## src/rtl/shared_reg_arbiter_pkg.sv

```systemverilog
// Shared types and helpers for the round-robin shared-register write arbiter.
package shared_reg_arbiter_pkg;

  typedef enum logic {
    IDLE  = 1'b0,
    GRANT = 1'b1
  } arb_state_e;

  localparam int DEFAULT_RST_VAL = 0;

  // Index width for N requesters; never below 1 so N=2 still gets a real bit.
  function automatic int idxWidth(input int n);
    int w;
    w = 1;
    while ((1 << w) < n) w++;
    return w;
  endfunction

endpackage

```

## src/rtl/shared_reg_arbiter_if.sv

```systemverilog
// Requester-side bus of the shared-register arbiter: requests, burst locks,
// write data in, grant and shared register state out.
interface shared_reg_arbiter_if
  import shared_reg_arbiter_pkg::*;
#(
  parameter int N = 4,
  parameter int W = 8
);

  localparam int IW = idxWidth(N);

  logic [N-1:0]   req;
  logic [N-1:0]   lock;
  logic [N*W-1:0] data;
  logic [N-1:0]   gnt;
  logic [W-1:0]   regOut;
  logic           regValid;
  logic [IW-1:0]  wrSrc;
  logic           busy;

  modport master (
    output req, lock, data,
    input  gnt, regOut, regValid, wrSrc, busy
  );

  modport slave (
    input  req, lock, data,
    output gnt, regOut, regValid, wrSrc, busy
  );

endinterface

```

## src/rtl/shared_reg_arbiter_rr_pick.sv

```systemverilog
// Combinational round-robin picker: first set request at or after the pointer,
// wrapping around, as one-hot select plus binary index.
module shared_reg_arbiter_rr_pick
  import shared_reg_arbiter_pkg::*;
#(
  parameter int N  = 4,
  parameter int IW = idxWidth(N)
) (
  input  logic [N-1:0]  req_i,
  input  logic [IW-1:0] ptr_i,
  output logic [N-1:0]  sel_o,
  output logic [IW-1:0] idx_o,
  output logic          any_o
);

  logic          found;
  logic [IW-1:0] posIdx;

  always_comb begin
    sel_o  = '0;
    idx_o  = '0;
    found  = 1'b0;
    posIdx = '0;
    for (int k = 0; k < N; k++) begin
      posIdx = IW'((int'(ptr_i) + k) % N);
      if (!found && req_i[posIdx]) begin
        sel_o[posIdx] = 1'b1;
        idx_o         = posIdx;
        found         = 1'b1;
      end
    end
  end

  assign any_o = |req_i;

endmodule

```

## src/rtl/shared_reg_arbiter.sv

```systemverilog
// Round-robin write arbiter owning one shared W-bit register; a granted
// requester may hold the grant under LOCK for up to MAX_BURST writes.
module shared_reg_arbiter
  import shared_reg_arbiter_pkg::*;
#(
  parameter int            N         = 4,
  parameter int            W         = 8,
  parameter int            MAX_BURST = 4,
  parameter logic [W-1:0]  RST_VAL   = W'(DEFAULT_RST_VAL)
) (
  input  logic              clk_i,
  input  logic              rst_ni,
  shared_reg_arbiter_if.slave bus
);

  localparam int IW = idxWidth(N);

  arb_state_e    state_q;
  logic [N-1:0]  gnt_q;
  logic [IW-1:0] gIdx_q;
  logic [IW-1:0] ptr_q;
  logic [W-1:0]  regOut_q;
  logic          regValid_q;
  logic [IW-1:0] wrSrc_q;
  logic [3:0]    burstCnt_q;

  logic [N-1:0]  pickSel;
  logic [IW-1:0] pickIdx;
  logic          pickAny;

  logic [W-1:0]  grantData_d;
  logic          grantReq_d;
  logic          grantLock_d;
  logic          burstMore_d;
  logic [IW-1:0] ptrNext_d;

  shared_reg_arbiter_rr_pick #(
    .N  (N),
    .IW (IW)
  ) u_pick (
    .req_i (bus.req),
    .ptr_i (ptr_q),
    .sel_o (pickSel),
    .idx_o (pickIdx),
    .any_o (pickAny)
  );

  // The one-hot grant masks out every non-granted requester's REQ, LOCK and DATA.
  always_comb begin
    grantData_d = '0;
    for (int i = 0; i < N; i++) begin
      if (gnt_q[i]) grantData_d = grantData_d | bus.data[i*W +: W];
    end
  end

  assign grantReq_d  = |(bus.req & gnt_q);
  assign grantLock_d = |(bus.lock & gnt_q);
  assign burstMore_d = grantLock_d && grantReq_d && (burstCnt_q < 4'(MAX_BURST - 1));
  assign ptrNext_d   = (gIdx_q == IW'(N - 1)) ? '0 : gIdx_q + 1'b1;

  always_ff @(posedge clk_i) begin
    if (!rst_ni) begin
      state_q    <= IDLE;
      gnt_q      <= '0;
      gIdx_q     <= '0;
      ptr_q      <= '0;
      regOut_q   <= RST_VAL;
      regValid_q <= 1'b0;
      wrSrc_q    <= '0;
      burstCnt_q <= '0;
    end else begin
      case (state_q)
        IDLE: begin
          regValid_q <= 1'b0;
          if (pickAny) begin
            gnt_q      <= pickSel;
            gIdx_q     <= pickIdx;
            burstCnt_q <= '0;
            state_q    <= GRANT;
          end
        end
        GRANT: begin
          if (grantReq_d) begin
            regOut_q   <= grantData_d;
            wrSrc_q    <= gIdx_q;
            regValid_q <= 1'b1;
          end else begin
            regValid_q <= 1'b0;
          end
          // Pointer moves on every release, abandoned grants included.
          if (burstMore_d) begin
            burstCnt_q <= burstCnt_q + 4'd1;
          end else begin
            gnt_q   <= '0;
            ptr_q   <= ptrNext_d;
            state_q <= IDLE;
          end
        end
        default: state_q <= IDLE;
      endcase
    end
  end

  assign bus.gnt      = gnt_q;
  assign bus.regOut   = regOut_q;
  assign bus.regValid = regValid_q;
  assign bus.wrSrc    = wrSrc_q;
  assign bus.busy     = (state_q == GRANT);

endmodule

```

## src/flat_wrapper.sv

```systemverilog
// flat-port wrapper written by rule: the top's interface ports become plain ports
module shared_reg_arbiter_flat import shared_reg_arbiter_pkg::*;
#(
  parameter int            N         = 4,
  parameter int            W         = 8,
  parameter int            MAX_BURST = 4,
  parameter logic [W-1:0]  RST_VAL   = W'(DEFAULT_RST_VAL)
)
  (clk_i, rst_ni, bus_req, bus_lock, bus_data, bus_gnt, bus_regOut, bus_regValid, bus_wrSrc, bus_busy);
  shared_reg_arbiter_if #(.N(N), .W(W)) bus_i ();
  input  logic clk_i;
  input  logic rst_ni;
  input wire logic [$bits(bus_i.req)-1:0] bus_req;
  input wire logic [$bits(bus_i.lock)-1:0] bus_lock;
  input wire logic [$bits(bus_i.data)-1:0] bus_data;
  output wire logic [$bits(bus_i.gnt)-1:0] bus_gnt;
  output wire logic [$bits(bus_i.regOut)-1:0] bus_regOut;
  output wire logic [$bits(bus_i.regValid)-1:0] bus_regValid;
  output wire logic [$bits(bus_i.wrSrc)-1:0] bus_wrSrc;
  output wire logic [$bits(bus_i.busy)-1:0] bus_busy;
  assign bus_i.req = bus_req;
  assign bus_i.lock = bus_lock;
  assign bus_i.data = bus_data;
  assign bus_gnt = bus_i.gnt;
  assign bus_regOut = bus_i.regOut;
  assign bus_regValid = bus_i.regValid;
  assign bus_wrSrc = bus_i.wrSrc;
  assign bus_busy = bus_i.busy;
  shared_reg_arbiter #(.N(N), .W(W), .MAX_BURST(MAX_BURST), .RST_VAL(RST_VAL)) u_core (.clk_i(clk_i), .rst_ni(rst_ni), .bus(bus_i));
endmodule
```

## config.mk

```make
export PLATFORM = sky130hd
export DESIGN_NAME = shared_reg_arbiter_flat
export DESIGN_NICKNAME = d
export VERILOG_FILES = /design/src/rtl/shared_reg_arbiter_pkg.sv /design/src/rtl/shared_reg_arbiter_if.sv /design/src/rtl/shared_reg_arbiter_rr_pick.sv /design/src/rtl/shared_reg_arbiter.sv /design/src/flat_wrapper.sv
export SDC_FILE = /design/constraint.sdc
export NUM_CORES = 1
export LEC_CHECK = 0
export ABC_AREA = 1
export CAP_MARGIN = 10
export CORE_MARGIN = 2
export CORE_UTILIZATION = 47
export CTS_BUF_LIST = sky130_fd_sc_hd__clkbuf_16
export DETAILED_ROUTE_END_ITERATION = 10
export PLACE_DENSITY = 0.94
export RECOVER_POWER = 25
export SLEW_MARGIN = 20
export SYNTH_ARGS = -nofsm -noshare
export SYNTH_HDL_FRONTEND = slang
export SYNTH_SLANG_ARGS = --single-unit
```

## constraint.sdc

```tcl
create_clock -name clk_i -period 3 [get_ports clk_i]
set_clock_uncertainty 0.15 [all_clocks]
set_input_delay 0.3 -clock clk_i [delete_from_list [all_inputs] [get_ports clk_i]]
set_output_delay 0.3 -clock clk_i [all_outputs]
set_load 0.02 [all_outputs]
```

==> parameters.txt <==
Parameter                              Value

STA
  RSZ-0062 raised after global routing    false
  Max Freq    412 MHz
  Final critical delay including setup and external delays    2430 ps
  Final-report max-slew violation count    0
  Setup TNS    0 ps
  Share of the clock period used by the worst path    80.9%
  Post-Route Hold Slack    296 ps
  Endpoints failing setup    0
  Hold Vio Cnt, Final    0
  Remaining max-slew budget at the tightest pin    59.4%
  Worst Max-Slew Pin Slew    609 ps

Yosys
  Fraction of registers with async set or reset after synthesis    0%
  Post-synth net total    269
  Cell taking the most area after synthesis    sky130_fd_sc_hd__dfxtp_1
  Most instantiated library cell after synthesis    sky130_fd_sc_hd__nand2_1
  Biggest area contributors in the synthesized netlist    sky130_fd_sc_hd__dfxtp_1 31%, sky130_fd_sc_hd__nand2_1 13%, sky130_fd_sc_hd__ha_1 8.1%
  Top-area cell type share of the netlist area    31.3%
  Top_reg_cell synth    sky130_fd_sc_hd__dfxtp_1
  Syn_area_per_cell    7.07 um2
  Number of synthesized flops with an enable pin    0
  Post-synth top cells    53 x sky130_fd_sc_hd__nand2_1, 25 x sky130_fd_sc_hd__nand3_1, 24 x sky130_fd_sc_hd__dfxtp_1
  Yosys Warn Count    0
  Synth cell types    27
  Part of the Yosys area used for sequential elements    31.3%
  Number of standard cells after synthesis    217
  Mapped Area    1540 um2
  Count of state elements after synthesis    24

Clocking
  H-tree levels    1
  Clk sink count    24
  CTS root buffer    sky130_fd_sc_hd__clkbuf_16
  Buffer depth of the longest clock path    2
  Post-CTS repair timing setup buffer count    0
  Clock slew at reported path FFs    60 ps
  Post-cts repair resize count    0
  TritonCTS clock tree    yes
  Hold Buf Count CTS    0
  Insertion delay to the later sink of the worst-skew pair    260 ps
  Number of buffers inserted during clock tree synthesis    3

Run
  Total of max-cap violations    0

Drt
  Post-route DRC violation count    0
  DR pass1 iterations    4
  Count of routing violations after the opening detailed-route iteration    129
  Average routed wire per standard cell    15.1 um
  Post-detailed-routing wire length    4760 um
  Via count of the routed design    1752
  Antenna viol nets, final    0
  Via-per-instance ratio    5.54

Pwr
  Switching Fraction    33.6%
  Clock network fraction of total power    32.0%
  Power Internal    795 uW
  Seq pwr share    33.7%
  Power per standard cell area    536 nW/um2
  Overall power    1.20 mW
  Total net switching power    402 uW
  Worst voltage drop across the vdd grid    519 uV
  Pleak    0.975 nW
  Combinational power share    34.3%

Floorplanning
  Full die area    3740 um2
  Cell row count    20
  Num ports    58
  Core Area    3080 um2
  Die X-Extent    61.2 um
  Starting density of the core    49.9%
  Floorplan die height    61.2 um

Hold path
  Path class of the lowest-slack min-delay path    reg -> reg

Final layout
  NumNets Final    325
  Multi-input combinational cell area    946 um2
  Number of antenna cells inserted    0
  Sequential cell area    480 um2
  Ratio of cells with drive above 1 in the final layout    6.99%
  Post-synthesis to final-layout area growth    45.5%
  Total of fill cells in the finished design    232

Setup path
  Critical Path Start Type    flip-flop
  Path type of the worst setup path    reg -> reg
  Critical Path Fanout Max    14
  Crit. End Element    flip-flop
  Required time worst endpoint    3030 ps
  Data arrival time of the worst path    2460 ps

Global routing
  Number of global-route vias before repair    1585
  Wire length of the first global-routing pass    7220 um
  Pin count of the biggest net entering global routing    20
  Total global routing overflow    0
  Global-route total usage across every layer    26.2%
  Number of antenna violations at the first check in global routing    0

Place
  RD Place Congestion    1.00
  Half-perimeter wire length of the detailed placement result    3340 um
  PortBufs    57

Outcome
  Outcome    completed
-- kinds of logic after synthesis --
kind of cell / after synthesis / synth area share (%)
flops: 24 / 31.3
simple gates: 107 / 33.2
buf+inv: 24 / 7.09
fa+ha+maj: 10 / 8.15
compound gates: 52 / 20.3
-- metal layers --
layer  vias up  global-route usage [%]  part of all wire (%)
li1        856                       -                     -
met1       810                    33.4                    41
met2        77                    43.2                    50
met3         9                    4.41                   6.9
met4         0                    12.1                   1.9
met5         -                       0                     0
-- worst paths after layout --
path	from	to	slack (ps)	cells past startpoint
setup / recovery	u_core.ptr_q[0]	u_core.bus.gnt[2]	570	10
hold / removal	u_core.burstCnt_q[2]	u_core.burstCnt_q[2]	300	2
setup reg to reg	u_core.ptr_q[0]	u_core.bus.gnt[2]	570	10
hold reg to reg	u_core.burstCnt_q[2]	u_core.burstCnt_q[2]	300	2
-- metrics by stage --
step,instance area (um2),utilization [%],cells,setup slack (ps)
6_report,2230,72.6,316,574
5_1_grt,2230,72.6,316,456
4_1_cts,2230,72.6,316,663
3_5_place_dp,2130,69.1,312,780
3_3_place_gp,2130,69.1,312,878
2_1_floorplan,1540,-,217,1170
-- sequential cells by signal, summed over array words and instances (netlist names) --
signal,count
u_core.bus.regOut,8
u_core.bus.gnt,4
u_core.bus.wrSrc,2
u_core.gIdx_q,2
u_core.ptr_q,2
u_core.burstCnt_q,4
u_core.bus.busy,1
u_core.bus.regValid,1
-- cells in the final DEF (no fill, tap or decap), drive strengths merged --
| cell | instances |
|---|---|
| dfxtp | 24 |
| nand2 | 60 |
| clkdlybuf4s50 | 48 |
| clkinv | 1 |
| nor3 | 1 |
| dlygate4sd3 | 9 |
| a22o | 3 |
| o31ai | 1 |
| a21oi | 20 |
| bufinv | 1 |
| a221oi | 8 |
| o21ai | 17 |
| inv | 16 |
| a21boi | 2 |
| buf | 1 |
| o21a | 1 |
| ha | 10 |
| nor2 | 15 |
| clkbuf | 3 |
| nand4 | 5 |
| nand3 | 26 |
-- area by class of cell --
cell class                      count  share of cell area (%)
Multi-Input combinational cell    169                    42.4
Clock buffer                        3                    3.36
Timing Repair Buffer               58                    25.9
Clock inverter                      1                    1.34
Sequential cell                    24                    21.5
Inverter                           17                    3.08
Tap cell                           44                    2.46
-- power groups by stage --
stage / clock [mW] / combinational (mW) / sequential (mW)
floorplan: 0 / 0.251 / 0.403
global placement: 0 / 0.392 / 0.408
detailed placement: 0 / 0.400 / 0.410
CTS: 0.381 / 0.409 / 0.403
global route: 0.398 / 0.448 / 0.408
finish: 0.383 / 0.411 / 0.404
-- critical path, stage by stage, from the launching register on --
cell and delay, ps:
sky130_fd_sc_hd__dfxtp_1 710, sky130_fd_sc_hd__inv_6 130, sky130_fd_sc_hd__ha_1 420, sky130_fd_sc_hd__inv_1 100, sky130_fd_sc_hd__nand3_1 100, sky130_fd_sc_hd__nand2_1 80
sky130_fd_sc_hd__nor2_2 250, sky130_fd_sc_hd__a21oi_1 110, sky130_fd_sc_hd__nand3_1 80, sky130_fd_sc_hd__nand2_1 60, sky130_fd_sc_hd__a21oi_1 150
(Power assumes the default switching activity.)
